### src/rtl/uart_tx_fifo.sv
// UART transmitter fed by a small word FIFO: start, DATA_BITS LSB-first, optional
// parity, STOP_BITS stop bits, with back-to-back frames while words are queued.
module uart_tx_fifo #(
  parameter int CLOCK_SPEED  = 50_000_000,
  parameter int BAUD_RATE    = 115_200,
  parameter int CLKS_PER_BIT = CLOCK_SPEED / BAUD_RATE,
  parameter int DATA_BITS    = 8,
  parameter int PARITY       = 0,
  parameter int STOP_BITS    = 1,
  parameter int FIFO_DEPTH   = 4
) (
  input  logic                         clk,
  input  logic                         rst,
  input  logic                         in_valid,
  output logic                         in_ready,
  input  logic [DATA_BITS-1:0]         in_data,
  output logic                         tx,
  output logic                         busy,
  output logic                         tx_done,
  output logic [$clog2(FIFO_DEPTH):0]  fifo_count
);

  localparam int PTR_W = $clog2(FIFO_DEPTH);
  localparam int CNT_W = PTR_W + 1;
  localparam int CLK_W = $clog2(CLKS_PER_BIT);
  localparam int IDX_W = 4;
  localparam logic [CLK_W-1:0] CLK_LAST  = CLK_W'(CLKS_PER_BIT - 1);
  localparam logic [IDX_W-1:0] DATA_LAST = IDX_W'(DATA_BITS - 1);
  localparam logic [IDX_W-1:0] STOP_LAST = IDX_W'(STOP_BITS - 1);
  localparam logic [CNT_W-1:0] CNT_FULL  = CNT_W'(FIFO_DEPTH);

  typedef enum logic [2:0] {
    ST_IDLE   = 3'd0,
    ST_START  = 3'd1,
    ST_DATA   = 3'd2,
    ST_PARITY = 3'd3,
    ST_STOP   = 3'd4
  } state_t;

  function automatic logic parity_bit(input logic [DATA_BITS-1:0] word);
    logic p;
    p = ^word;
    if (PARITY == 1) begin
      parity_bit = ~p;
    end else begin
      parity_bit = p;
    end
  endfunction

  logic [DATA_BITS-1:0] mem_r [FIFO_DEPTH];
  logic [PTR_W-1:0]     wr_ptr_r, rd_ptr_r;
  logic [CNT_W-1:0]     count_r;
  logic                 push_s, pop_s, empty_s, full_s;
  logic [DATA_BITS-1:0] head_s;

  state_t               state_r, state_s;
  logic [CLK_W-1:0]     clk_cnt_r, clk_cnt_s;
  logic [IDX_W-1:0]     bit_idx_r, bit_idx_s;
  logic [DATA_BITS-1:0] shift_r, shift_s;
  logic                 parity_r, parity_s;
  logic                 tx_s, done_s, bit_end_s;

  assign empty_s    = (count_r == '0);
  assign full_s     = (count_r == CNT_FULL);
  assign in_ready   = ~full_s;
  assign push_s     = in_valid & ~full_s;
  assign head_s     = mem_r[rd_ptr_r];
  assign fifo_count = count_r;
  assign bit_end_s  = (clk_cnt_r == CLK_LAST);

  // FIFO storage; words are captured at push so later in_data changes are harmless
  always_ff @(posedge clk) begin
    if (push_s) begin
      mem_r[wr_ptr_r] <= in_data;
    end
  end

  // FIFO pointers and occupancy
  always_ff @(posedge clk or posedge rst) begin
    if (rst) begin
      wr_ptr_r <= '0;
      rd_ptr_r <= '0;
      count_r  <= '0;
    end else begin
      if (push_s) wr_ptr_r <= wr_ptr_r + PTR_W'(1);
      if (pop_s)  rd_ptr_r <= rd_ptr_r + PTR_W'(1);
      case ({push_s, pop_s})
        2'b10:   count_r <= count_r + CNT_W'(1);
        2'b01:   count_r <= count_r - CNT_W'(1);
        default: count_r <= count_r;
      endcase
    end
  end

  // Frame sequencing; tx is computed from the next state so the line is registered
  always_comb begin
    state_s   = state_r;
    clk_cnt_s = clk_cnt_r;
    bit_idx_s = bit_idx_r;
    shift_s   = shift_r;
    parity_s  = parity_r;
    pop_s     = 1'b0;
    done_s    = 1'b0;
    tx_s      = 1'b1;

    if (state_r == ST_IDLE) begin
      clk_cnt_s = '0;
    end else if (bit_end_s) begin
      clk_cnt_s = '0;
    end else begin
      clk_cnt_s = clk_cnt_r + CLK_W'(1);
    end

    case (state_r)
      ST_IDLE: begin
        if (!empty_s) begin
          pop_s     = 1'b1;
          shift_s   = head_s;
          parity_s  = parity_bit(head_s);
          bit_idx_s = '0;
          state_s   = ST_START;
        end else begin
          state_s = ST_IDLE;
        end
      end
      ST_START: begin
        if (bit_end_s) begin
          state_s = ST_DATA;
        end else begin
          state_s = ST_START;
        end
      end
      ST_DATA: begin
        if (bit_end_s) begin
          shift_s = {1'b0, shift_r[DATA_BITS-1:1]};
          if (bit_idx_r == DATA_LAST) begin
            bit_idx_s = '0;
            state_s   = (PARITY != 0) ? ST_PARITY : ST_STOP;
          end else begin
            bit_idx_s = bit_idx_r + IDX_W'(1);
          end
        end else begin
          state_s = ST_DATA;
        end
      end
      ST_PARITY: begin
        if (bit_end_s) begin
          state_s = ST_STOP;
        end else begin
          state_s = ST_PARITY;
        end
      end
      ST_STOP: begin
        if (bit_end_s && (bit_idx_r == STOP_LAST)) begin
          done_s    = 1'b1;
          bit_idx_s = '0;
          // Chain straight into the next frame so there is no idle gap
          if (!empty_s) begin
            pop_s    = 1'b1;
            shift_s  = head_s;
            parity_s = parity_bit(head_s);
            state_s  = ST_START;
          end else begin
            state_s = ST_IDLE;
          end
        end else if (bit_end_s) begin
          bit_idx_s = bit_idx_r + IDX_W'(1);
        end else begin
          state_s = ST_STOP;
        end
      end
      default: begin
        state_s = ST_IDLE;
      end
    endcase

    case (state_s)
      ST_START:  tx_s = 1'b0;
      ST_DATA:   tx_s = shift_s[0];
      ST_PARITY: tx_s = parity_s;
      default:   tx_s = 1'b1;
    endcase
  end

  // Transmitter state and registered line outputs
  always_ff @(posedge clk or posedge rst) begin
    if (rst) begin
      state_r   <= ST_IDLE;
      clk_cnt_r <= '0;
      bit_idx_r <= '0;
      shift_r   <= '0;
      parity_r  <= 1'b0;
      tx        <= 1'b1;
      busy      <= 1'b0;
      tx_done   <= 1'b0;
    end else begin
      state_r   <= state_s;
      clk_cnt_r <= clk_cnt_s;
      bit_idx_r <= bit_idx_s;
      shift_r   <= shift_s;
      parity_r  <= parity_s;
      tx        <= tx_s;
      busy      <= (state_s != ST_IDLE);
      tx_done   <= done_s;
    end
  end

endmodule

### config.mk
export PLATFORM = sky130hd
export DESIGN_NAME = uart_tx_fifo
export DESIGN_NICKNAME = d
export VERILOG_FILES = /design/src/rtl/uart_tx_fifo.sv
export SDC_FILE = /design/constraint.sdc
export NUM_CORES = 1
export LEC_CHECK = 0
export BUFFER_PORTS_ARGS = -buffer_cell sky130_fd_sc_hd__clkbuf_2
export CAP_MARGIN = 10
export CORE_MARGIN = 3
export CORE_UTILIZATION = 47
export CTS_CLUSTER_SIZE = 30
export DETAILED_ROUTE_END_ITERATION = 10
export SLEW_MARGIN = 20
export SYNTH_ARGS = -nofsm -noshare
export SYNTH_HDL_FRONTEND = slang
export SYNTH_SLANG_ARGS = --single-unit
### constraint.sdc
create_clock -name clk -period 3.01 [get_ports clk]
set_input_delay 0.301 -clock clk [delete_from_list [all_inputs] [get_ports clk]]
set_output_delay 0.301 -clock clk [all_outputs]
set_load 0.01 [all_outputs]
==> metrics.md, run 1 <==
| Metric | Value |
|---|---|
| Leak Pwr | roughly 1.4 nW |
| Fill cell total of the finished layout | 534 |
| Worst slack at placement | roughly 0.29 ns |
| Clock tree sinks | 67 |
| GPL Wtd Cong | approximately 0.77 |
| Length of the first detailed-routing pass in iterations | 5 |
| CTS Hold Bufs | 1 |
| Worst-path clk slew | about 0.08 ns |
| Commonest non-fill, non-tap cell in the layout | sky130_fd_sc_hd__dfrtp_1 |
| Post-CTS Setup Repair Bufs | 0 |
| Portion of the clock cycle consumed by the worst path in the final layout | about nine tenths |
| Clock Latency Late Sink | 0.34 ns |
| Wire length of the first global-routing pass | slightly below 9000 µm |
| CP max stage delay | about 0.42 ns |
| Die Area | 7460 µm² |
| Deepest level of the CTS H-tree | 3 |
| Worst R2R Setup Slack | around 0.29 ns |
| DRC errors left | 0 |
| ANT cells | 0 |
| Sort of element at the end of the critical path | flop |
| Outcome | finished clean |
| Via-to-Cell Ratio | between 5 and 6 |
| Top Ports | 18 |
| Final count of pins violating max slew | 0 |
| Path category of the worst min-delay check | in2reg |
| Clock Skew | 0.00574 ns |
| Post-detail-place hpwl | approximately 3400 µm |
| Layout cell share with drive strength beyond 1 | 21.0% |
| Die outline width | around 86 µm |
| Kind of start point of the critical path | flop |
| Gate Count Post-Synth | 220 |
| Post-cts sizing count | 0 |
| Final nets | 268 |
| Commonest cells after routing, fill and taps aside | 34 x sky130_fd_sc_hd__dfrtp_1, 32 x sky130_fd_sc_hd__edfxtp_1, 21 x sky130_fd_sc_hd__inv_1, 17 x sky130_fd_sc_hd__nor2_1, 17 x sky130_fd_sc_hd__clkbuf_2 |
| Largest fanout of any net on the critical path | 5 |
| Detailed Route Iter0 Violations | around 150 |
| Critical path required time | between 3 and 4 ns |
| Total of endpoints with negative setup slack in the final report | 0 |
| Final period demand of the worst path | 2.72 ns |
| Maximum number of pins on one net before global-route repair | 22 |
| Total negative slack for setup checks | 0 ns |
| Clk Tree Root Cell | sky130_fd_sc_hd__clkbuf_8 |
| Arrival time of data at the critical path endpoint | roughly 3 ns |
| Endpoints failing hold | 0 |
| Max Cap Viol | 0 |
| Ordered list of cells on the worst path | inv_1, ha_1, nor3b_1, nand3_2, a2111oi_4, ha_1, inv_1, fa_1, xor2_1, nor2_1, xor2_1 |
| Core Box Area | about 6000 µm² |
| Post-synthesis register bit count | 67 |
| Buffer and inverter count on the worst path | 2 |
| Total chip power | 3.12 mW |
| Filler-free cell count of the finished design | 327 |
| Buffers on Ports | 17 |
| CTS tree | done |
| Average detailed-routed wire length per instance | around 15 µm |
| Num CTS Buffers | 9 |
| Total track usage | 15.7% |
| Max rail drop VDD | 0.000538 V |
| Count of flip-flops with a built-in enable after synthesis | 32 |
| Area of the mapped netlist | around 3000 µm² |
| Cell family with most CP delay | adder cells |
| Proportion of register bits with asynchronous set or reset after synthesis | 52.2% |
| Top_reg_cell synth | sky130_fd_sc_hd__dfrtp_1 |
| Pwr/cell area | 917 nW/µm² |
| Via count of the routed design | between 1,500 and 2,000 |
| Vias in the first global route | roughly 1,800 |
| Critical-path cell with the highest stage delay | sky130_fd_sc_hd__dfrtp_1 |
| Number of antenna violations at the first check in global routing | 0 |
| Cell total after placement | 310 |
| Number of warning messages in the yosys log | 0 |
| Total congestion overflow | 0 |
| Worst slew slack as a fraction of its limit | 53.0% |
| Height of the die | about 86 µm |
| Area growth from synthesis to layout | 12.2% |
| Post-synthesis cell type count | 51 |
| Pin slew with the least headroom to its limit | about 0.70 ns |
| Fmax | 367 MHz |
| Post-route antenna net violation count | 0 |
| Setup repair after global routing missed its margin | false |
| Starting Density | 49.8% |
| Hold WS | between 0.15 and 0.2 ns |
| Wirelength, routed | between 4000 and 5000 µm |
| Average cell area after synthesis | roughly 14 µm² |
| PnR worst setup slack | approximately 0.29 ns |
| Post-synth top area cell | sky130_fd_sc_hd__edfxtp_1 |
| Syn Nets | 241 |
| Top cells by area in the synthesized netlist | sky130_fd_sc_hd__edfxtp_1 32%, sky130_fd_sc_hd__dfrtp_1 28%, sky130_fd_sc_hd__mux4_2 5.9% |
| Buffer levels on the longest clock path | 2 |
| Type of the setup path with the least slack | reg2reg |
| Total number of placement rows | 28 |
| Share of the yosys chip area belonging to registers | between 60% and 70% |
| Top cell type's share of synthesized area | 31.7% |
synthesized netlist by cell type (2+ instances only):
library cell and number:
sky130_fd_sc_hd__dfrtp_1 34, sky130_fd_sc_hd__edfxtp_1 32, sky130_fd_sc_hd__inv_1 21, sky130_fd_sc_hd__nor2_1 17, sky130_fd_sc_hd__xnor2_1 15, sky130_fd_sc_hd__nand2_1 11, sky130_fd_sc_hd__ha_1 9, sky130_fd_sc_hd__mux4_2 8
sky130_fd_sc_hd__a222oi_1 6, sky130_fd_sc_hd__o21ai_0 6, sky130_fd_sc_hd__nand3_1 5, sky130_fd_sc_hd__xor2_1 5, sky130_fd_sc_hd__a21oi_1 4, sky130_fd_sc_hd__and3_1 4, sky130_fd_sc_hd__nor3_1 3, sky130_fd_sc_hd__a31oi_1 2
sky130_fd_sc_hd__buf_6 2, sky130_fd_sc_hd__nand2b_1 2, sky130_fd_sc_hd__nor4_1 2
cell families after synthesis:
kind of cell    share of synthesized area (%)
mux                                      5.94
fa+ha+maj                                4.37
buf+inv                                  4.21
flops                                    60.6
xor+xnor                                 5.77
simple gates                             10.4
compound gates                           8.74
sequential cells by signal, indices dropped and copies added, names as in the netlist:
register    count
mem_r          32
clk_cnt_r       9
shift_r         8
bit_idx_r       4
fifo_count      3
state_r         3
rd_ptr_r        2
wr_ptr_r        2
busy            1
parity_r        1
tx              1
tx_done         1
final timing paths:
path	start	to	depth (start not counted)
worst max-delay path	bit_idx_r[0]$_DFFE_PP0P_	fifo_count[2]$_DFFE_PP0P_	11
worst min-delay path	in_data[2]	mem_r[2][2]$_DFFE_PP_	1
worst max register to register	bit_idx_r[0]$_DFFE_PP0P_	fifo_count[2]$_DFFE_PP0P_	11
worst min register to register	shift_r[5]$_DFFE_PP0P_	shift_r[4]$_DFFE_PP0P_	2
max in group asynchronous	rst	tx$_DFF_PP1_	4
min in group asynchronous	rst	fifo_count[0]$_DFFE_PP0P_	3
power by group:
part	switching (mW)	internal, mW
clock	0.369	0.395
combinational	0.464	0.496
sequential	0.191	1.21
total	1.02	2.10
metal layers:
| layer | share of wire (%) | global-route usage [%] | up-vias | routed length, µm |
|---|---|---|---|---|
| met5 | 0 | 0 | - | 0 |
| met4 | 0.51 | 6.80 | 0 | 25 |
| met3 | 4.0 | 5.23 | 2 | 200 |
| met2 | 46 | 22.7 | 34 | 2300 |
| met1 | 49 | 21.7 | 839 | 2430 |
| li1 | - | - | 855 | - |
cell type report:
| cell class | count | area (µm²) | share of cell area, % |
|---|---|---|---|
| sequential | 67 | 1840 | 54.0 |
| timing repair buffer | 21 | 118 | 3.45 |
| clock inverter | 7 | 83.8 | 2.46 |
| multi-input combinational | 127 | 1070 | 31.4 |
| tap | 75 | 93.8 | 2.76 |
| clock buffer | 9 | 124 | 3.64 |
| inverter | 21 | 78.8 | 2.32 |
per-stage QoR:
| step | instance area [µm²] | util [%] |
|---|---|---|
| CTS | 3400 | 55.8 |
| global placement | 3190 | 52.3 |
| detailed placement | 3190 | 52.3 |
| global route | 3400 | 55.8 |
| finish | 3400 | 55.8 |
| floorplan | 3030 | - |
No activity file was read; power rests on OpenSTA's default activity.
==> run 2: changes to the inputs <==
--- a/config.mk
+++ b/config.mk
@@ -7,10 +7,14 @@
 export LEC_CHECK = 0
 export BUFFER_PORTS_ARGS = -buffer_cell sky130_fd_sc_hd__clkbuf_2
 export CAP_MARGIN = 10
+export CELL_PAD_IN_SITES_DETAIL_PLACEMENT = 1
+export CELL_PAD_IN_SITES_GLOBAL_PLACEMENT = 1
 export CORE_MARGIN = 3
 export CORE_UTILIZATION = 47
+export CTS_BUF_LIST = sky130_fd_sc_hd__clkbuf_4 sky130_fd_sc_hd__clkbuf_8
 export CTS_CLUSTER_SIZE = 30
 export DETAILED_ROUTE_END_ITERATION = 10
+export PLACE_DENSITY_LB_ADDON = 0.1
 export SLEW_MARGIN = 20
 export SYNTH_ARGS = -nofsm -noshare
 export SYNTH_HDL_FRONTEND = slang
==> run 2 against run 1 <==
Compared with the run above:
- via count up 3.8%
- die area stayed put
- wire length rose by 20%
- critical path type unchanged
- largest cell class unchanged
- highest routed layer unchanged
==> metrics.md, run 2 (synthesis gave the netlist of run 1 again) <==
| Metric | Value |
|---|---|
| Outcome | finished clean |
| Wirelength, routed | ~5900 µm |
| Total number of placement rows | 28 |
| Final period demand of the worst path | 2.75 ns |
| Worst reg2reg path endpoint | fifo_count[2]$_DFFE_PP0P_ |
| Multi-input gate area | ~1100 µm² |
| Vias in the first global route | a little over 2,000 |
| Fill cell total of the finished layout | 635 |
| Max Cap Viol | 0 |
| Num CTS Buffers | 9 |
| Pwr/cell area | roughly 930 nW/µm² |
| Leak Pwr | 1.36 nW |
| Total chip power | approximately 3.2 mW |
| Total of endpoints with negative setup slack in the final report | 0 |
| Clk Tree Root Cell | sky130_fd_sc_hd__clkbuf_8 |
| Critical path required time | between 3 and 4 ns |
| Worst-path clk slew | approximately 0.08 ns |
| Fmax | around 360 MHz |
| Portion of the clock cycle consumed by the worst path in the final layout | between 90% and 100% |
| Worst slew slack as a fraction of its limit | between 50% and 60% |
| Type of the setup path with the least slack | reg2reg |
| Sequential standard cell area | 1840 µm² |
| GPL Wtd Cong | 0.831 |
| Total track usage | a little under a fifth |
| Clock Skew | between 0.009 and 0.01 ns |
| Path category of the worst min-delay check | in2async |
| ANT cells | 0 |
| Die Area | roughly 7500 µm² |
| Wire length of the first global-routing pass | around 10,000 µm |
| DRC errors left | 0 |
| Reg with most FFs | mem_r |
| Post-route antenna net violation count | 0 |
| Detailed Route Iter0 Violations | approximately 120 |
| Largest fanout of any net on the critical path | 5 |
| Area growth from synthesis to layout | 11.5% |
| RR Startpoint | bit_idx_r[0]$_DFFE_PP0P_ |
| Pin slew with the least headroom to its limit | ~0.71 ns |
| Via-to-Cell Ratio | 5.53 |
| Total negative slack for setup checks | 0 ns |
| Average detailed-routed wire length per instance | roughly 18 µm |
| Flip-flop count of the largest register, all copies and words added | 32 |
| Buffers on Ports | 17 |
| Endpoints failing hold | 0 |
| Total congestion overflow | 0 |
| Layout cell share with drive strength beyond 1 | a little over a fifth |
| Hold WS | around 0.024 ns |
| Via count of the routed design | approximately 1,800 |
| CTS tree | done |
| CTS Hold Bufs | 0 |
| Biggest regs | mem_r: 32 flops, clk_cnt_r: 9 flops, shift_r: 8 flops |
| Post-detail-place hpwl | around 4200 µm |
| Length of the first detailed-routing pass in iterations | 5 |
| Maximum number of pins on one net before global-route repair | 36 |
| Worst R2R Setup Slack | between 0.2 and 0.3 ns |
| Worst-case reg-to-reg path depth | 11 |
| Buffer levels on the longest clock path | 2 |
| Commonest non-fill, non-tap cell in the layout | sky130_fd_sc_hd__dfrtp_1 |
| Core Box Area | about 6100 µm² |
| Final nets | between 200 and 300 |
| Clock tree sinks | 67 |
| Commonest cells after routing, fill and taps aside | 34 x sky130_fd_sc_hd__dfrtp_1, 32 x sky130_fd_sc_hd__edfxtp_1, 21 x sky130_fd_sc_hd__inv_1, 17 x sky130_fd_sc_hd__nor2_1, 17 x sky130_fd_sc_hd__clkbuf_2 |
| Kind of start point of the critical path | flop |
| Final count of pins violating max slew | 0 |
| Critical Path Source | bit_idx_r[0]$_DFFE_PP0P_ |
| Sort of element at the end of the critical path | flop |
| Number of antenna violations at the first check in global routing | 0 |
| Max rail drop VDD | ~0.00052 V |
| Die outline width | ~86 µm |
| Arrival time of data at the critical path endpoint | between 3 and 4 ns |
| Starting Density | about 50% |
| Top Ports | 18 |
| Clock Latency Late Sink | 0.35 ns |
| Setup repair after global routing missed its margin | false |
| Deepest level of the CTS H-tree | 3 |
| Post-cts sizing count | 0 |
| Height of the die | 86.3 µm |
| Post-CTS Setup Repair Bufs | 0 |
run 2: cell count changes in the layout (fill, tap and decap cells not counted):
cell	change
sky130_fd_sc_hd__o31ai_2	+1
sky130_fd_sc_hd__buf_4	-1
sky130_fd_sc_hd__inv_8	-1
sky130_fd_sc_hd__dlygate4sd3_1	-1
sky130_fd_sc_hd__clkinv_4	-1
sky130_fd_sc_hd__clkinv_2	+1
sky130_fd_sc_hd__clkinvlp_4	+1
sky130_fd_sc_hd__o31ai_1	-1
run 2: power by group:
part           switching [mW]  total (mW)  internal [mW]
logic                   0.487       0.984          0.497
registers               0.211        1.42           1.21
clock network           0.364       0.750          0.386
run 2: worst max-delay path by stage:
| stage | slack [ns] | cells past startpoint | endpoint |
|---|---|---|---|
| after detailed placement | 0.29 | 11 | fifo_count[2]$_DFFE_PP0P_ |
| after floorplan | 0.34 | 12 | fifo_count[2]$_DFFE_PP0P_ |
| final | 0.26 | 11 | fifo_count[2]$_DFFE_PP0P_ |
| after global routing | 0.05 | 11 | fifo_count[2]$_DFFE_PP0P_ |
| after CTS | 0.23 | 11 | fifo_count[2]$_DFFE_PP0P_ |
| after global placement | 0.41 | 11 | fifo_count[2]$_DFFE_PP0P_ |
run 2: metal layers:
layer,wire (µm),share of wire (%),vias to the layer above,GRT usage [%]
met1,2780,47,900,24.3
li1,-,-,852,-
met2,2840,48,34,29.3
met5,0,0,-,0
met4,127,2.1,0,9.07
met3,195,3.3,10,4.47
run 2: cell type report:
| cell class | count | share of cell area (%) |
|---|---|---|
| clock inverter | 7 | 2.26 |
| sequential | 67 | 54.3 |
| tap | 75 | 2.77 |
| timing repair buffer | 19 | 2.96 |
| clock buffer | 9 | 3.66 |
| inverter | 21 | 2.33 |
| multi-input combinational | 127 | 31.7 |
run 2: through the flow:
step	utilization, %	area [µm²]	setup slack, ns	instances
2_1_floorplan	-	3030	0.336	220
3_3_place_gp	52.2	3180	0.412	309
3_5_place_dp	52.2	3180	0.286	309
4_1_cts	55.4	3380	0.231	325
5_1_grt	55.5	3380	0.0534	325
6_report	55.5	3380	0.256	325
run 2: worst max-delay path, stage by stage, from the launching register on:
cell and delay [ns]:
sky130_fd_sc_hd__dfrtp_1 0.43, sky130_fd_sc_hd__inv_1 0.08, sky130_fd_sc_hd__ha_1 0.13, sky130_fd_sc_hd__nor3b_1 0.31, sky130_fd_sc_hd__nand3_2 0.19, sky130_fd_sc_hd__a2111oi_4 0.42
sky130_fd_sc_hd__ha_1 0.25, sky130_fd_sc_hd__inv_1 0.06, sky130_fd_sc_hd__fa_1 0.37, sky130_fd_sc_hd__xor2_1 0.16, sky130_fd_sc_hd__nor2_1 0.14, sky130_fd_sc_hd__xor2_1 0.16
==> run 3: changes to the inputs <==
==> constraint.sdc (replaced) <==
create_clock -name clk -period 2.6 [get_ports clk]
set_input_delay 0.26 -clock clk [delete_from_list [all_inputs] [get_ports clk]]
set_output_delay 0.26 -clock clk [all_outputs]
set_load 0.01 [all_outputs]
==> run 3 against run 2 <==
Compared with the run above:
- critical path depth unchanged
- the run now ends with hold timing left
- worst hold slack worse by 0.036 ns
- first-iteration DRC count down 14%
- clock-buffer cell count unchanged
- design area is 3.5% higher
- total power increased by 20%
- sequential power rose by 15%
- clock power grew 19%
- final cell count grew 4.0%
- critical path type unchanged
- highest routed layer unchanged
- non-clock buffer count rose by 13
- global-route usage grew 0.17 points
==> metrics.md, run 3 (synthesis gave the netlist of run 1 again) <==
| Metric | Value |
|---|---|
| Layout cell share with drive strength beyond 1 | roughly 27% |
| Maximum number of pins on one net before global-route repair | 36 |
| Fmax | between 400 and 500 MHz |
| Sequential standard cell area | 1840 µm² |
| CTS tree | done |
| Worst reg2reg path endpoint | fifo_count[2]$_DFFE_PP0P_ |
| Height of the die | about 86 µm |
| Total number of placement rows | 28 |
| Via-to-Cell Ratio | roughly 5.6 |
| RR Startpoint | bit_idx_r[0]$_DFFE_PP0P_ |
| Final count of pins violating max slew | 0 |
| Setup repair after global routing missed its margin | true |
| Area growth from synthesis to layout | 15.5% |
| Critical path required time | around 2.9 ns |
| Post-route antenna net violation count | 0 |
| Sort of element at the end of the critical path | flop |
| Design internal power | around 2.5 mW |
| Vias in the first global route | just over 2,000 |
| Buffers on Ports | 17 |
| Commonest cells after routing, fill and taps aside | 34 x sky130_fd_sc_hd__dfrtp_1, 32 x sky130_fd_sc_hd__edfxtp_1, 18 x sky130_fd_sc_hd__inv_1, 17 x sky130_fd_sc_hd__nor2_1, 17 x sky130_fd_sc_hd__clkbuf_2 |
| Worst slew slack as a fraction of its limit | between 50% and 60% |
| Starting Density | ~50% |
| Critical Path Source | bit_idx_r[0]$_DFFE_PP0P_ |
| Biggest regs | mem_r: 32 flops, clk_cnt_r: 9 flops, shift_r: 8 flops |
| Total negative slack for setup checks | 0 ns |
| Type of the setup path with the least slack | reg2reg |
| Flip-flop count of the largest register, all copies and words added | 32 |
| Clk Tree Root Cell | sky130_fd_sc_hd__clkbuf_8 |
| Pin slew with the least headroom to its limit | between 0.6 and 0.7 ns |
| Deepest level of the CTS H-tree | 3 |
| Worst R2R Setup Slack | a little over 0.1 ns |
| Multi-input gate area | roughly 1100 µm² |
| Post-route cell area | ~3500 µm² |
| Post-placement cell area | roughly 3200 µm² |
| Endpoints failing hold | 15 |
| Clock Skew | around 0.014 ns |
| DRC errors left | 0 |
| Max Cap Viol | 0 |
| Die Area | about 7500 µm² |
| Num CTS Buffers | 9 |
| Die outline width | about 86 µm |
| Average detailed-routed wire length per instance | a little under 20 µm |
| Largest fanout of any net on the critical path | 3 |
| Clock Latency Late Sink | 0.35 ns |
| ANT cells | 0 |
| Worst-path clk slew | 0.08 ns |
| Fraction of power spent switching nets | around a third |
| Buffer levels on the longest clock path | 2 |
| Total of endpoints with negative setup slack in the final report | 0 |
| Portion of the clock cycle consumed by the worst path in the final layout | 96.0% |
| Leak Pwr | around 1.4 nW |
| Part of the total power dissipated in the clock network | approximately a quarter |
| Violated checks | hold timing |
| Hold WS | -0.0127 ns |
| Clock tree sinks | 67 |
| Switching power of the nets | 1.29 mW |
| Wirelength, routed | ~6600 µm |
| Worst-case reg-to-reg path depth | 11 |
| Fill cell total of the finished layout | ~630 |
| Max rail drop VDD | ~0.00056 V |
| Proportion of power drawn by combinational gates | about 33% |
| Pwr/cell area | around 1100 nW/µm² |
| Via count of the routed design | between 1,500 and 2,000 |
| Path category of the worst min-delay check | in2async |
| Number of antenna violations at the first check in global routing | 0 |
| Length of the first detailed-routing pass in iterations | 4 |
| CTS Hold Bufs | 0 |
| Top Ports | 18 |
| GPL Wtd Cong | 0.832 |
| Reg with most FFs | mem_r |
| Total chip power | approximately 3.8 mW |
| Outcome | complete, but fails checks |
| Reg power frac | between 40 and 50% |
| Arrival time of data at the critical path endpoint | between 2 and 3 ns |
| Detailed Route Iter0 Violations | 100 |
| Final period demand of the worst path | 2.50 ns |
| Total congestion overflow | 0 |
| Wire length of the first global-routing pass | between 10,000 and 15,000 µm |
| Kind of start point of the critical path | flop |
| Post-detail-place hpwl | 4370 µm |
| Core Box Area | just over 6000 µm² |
| Total track usage | 18.8% |
| Commonest non-fill, non-tap cell in the layout | sky130_fd_sc_hd__dfrtp_1 |
| Final nets | roughly 280 |
## run 3: worst max-delay path: stages, from the launching register on
cell and delay (ns):
sky130_fd_sc_hd__dfrtp_1 0.41, sky130_fd_sc_hd__inv_2 0.07, sky130_fd_sc_hd__ha_1 0.15, sky130_fd_sc_hd__nor3b_4 0.23
sky130_fd_sc_hd__nand3_4 0.11, sky130_fd_sc_hd__a2111oi_4 0.34, sky130_fd_sc_hd__ha_2 0.26, sky130_fd_sc_hd__inv_2 0.04
sky130_fd_sc_hd__fa_2 0.36, sky130_fd_sc_hd__xor2_1 0.16, sky130_fd_sc_hd__nor2_1 0.14, sky130_fd_sc_hd__xor2_1 0.16
## run 3: layout make-up
class,instances,share of cell area [%]
clock buffer,9,3.53
inverter,21,2.25
sequential,67,52.4
multi-input combinational,127,31.2
clock inverter,7,2.28
timing repair buffer,32,5.64
tap,75,2.68
## run 3: power groups by stage
stage / combinational, mW / sequential [mW] / clock [mW]
3_3_place_gp: 1.12 / 1.63 / 0
3_5_place_dp: 1.20 / 1.66 / 0
6_report: 1.25 / 1.63 / 0.895
5_1_grt: 1.38 / 1.67 / 0.967
2_1_floorplan: 0.963 / 1.55 / 0
4_1_cts: 1.24 / 1.64 / 0.912
## run 3: how the worst max path moves through the flow
| stage | endpoint | cells past startpoint | slack (ns) |
|---|---|---|---|
| after CTS | fifo_count[2]$_DFFE_PP0P_ | 11 | 0.003 |
| after global placement | fifo_count[2]$_DFFE_PP0P_ | 11 | 0.15 |
| after detailed placement | fifo_count[2]$_DFFE_PP0P_ | 11 | -0.01 |
| after global routing | fifo_count[2]$_DFFE_PP0P_ | 11 | -0.05 |
| after floorplan | fifo_count[2]$_DFFE_PP0P_ | 12 | 0.04 |
| final | fifo_count[2]$_DFFE_PP0P_ | 11 | 0.10 |
## run 3: metrics by stage
step                setup slack, ns  cells  hold WS (ns)  utilization [%]
floorplan                    0.0357    220         0.359                -
global placement              0.153    312         0.357             52.6
detailed placement          -0.0117    312         0.383             52.6
CTS                         0.00301    334       0.00585             57.0
global route                -0.0482    338        0.0430             57.5
finish                        0.103    338       -0.0127             57.5
## run 3: per-layer routing
| layer | wire length [µm] | vias up | share of wire [%] | GRT usage [%] |
|---|---|---|---|---|
| li1 | - | 869 | - | - |
| met1 | 2810 | 960 | 43 | 24.5 |
| met5 | 0 | - | 0 | 0 |
| met3 | 315 | 11 | 4.8 | 3.80 |
| met4 | 123 | 0 | 1.9 | 8.50 |
| met2 | 3320 | 42 | 51 | 30.5 |
## run 3: repair_timing
item,in CTS,in global routing
pin swaps,2,4
endpoints found under the setup margin,1,1
setup buffers,6,4
gates resized for setup,3,4
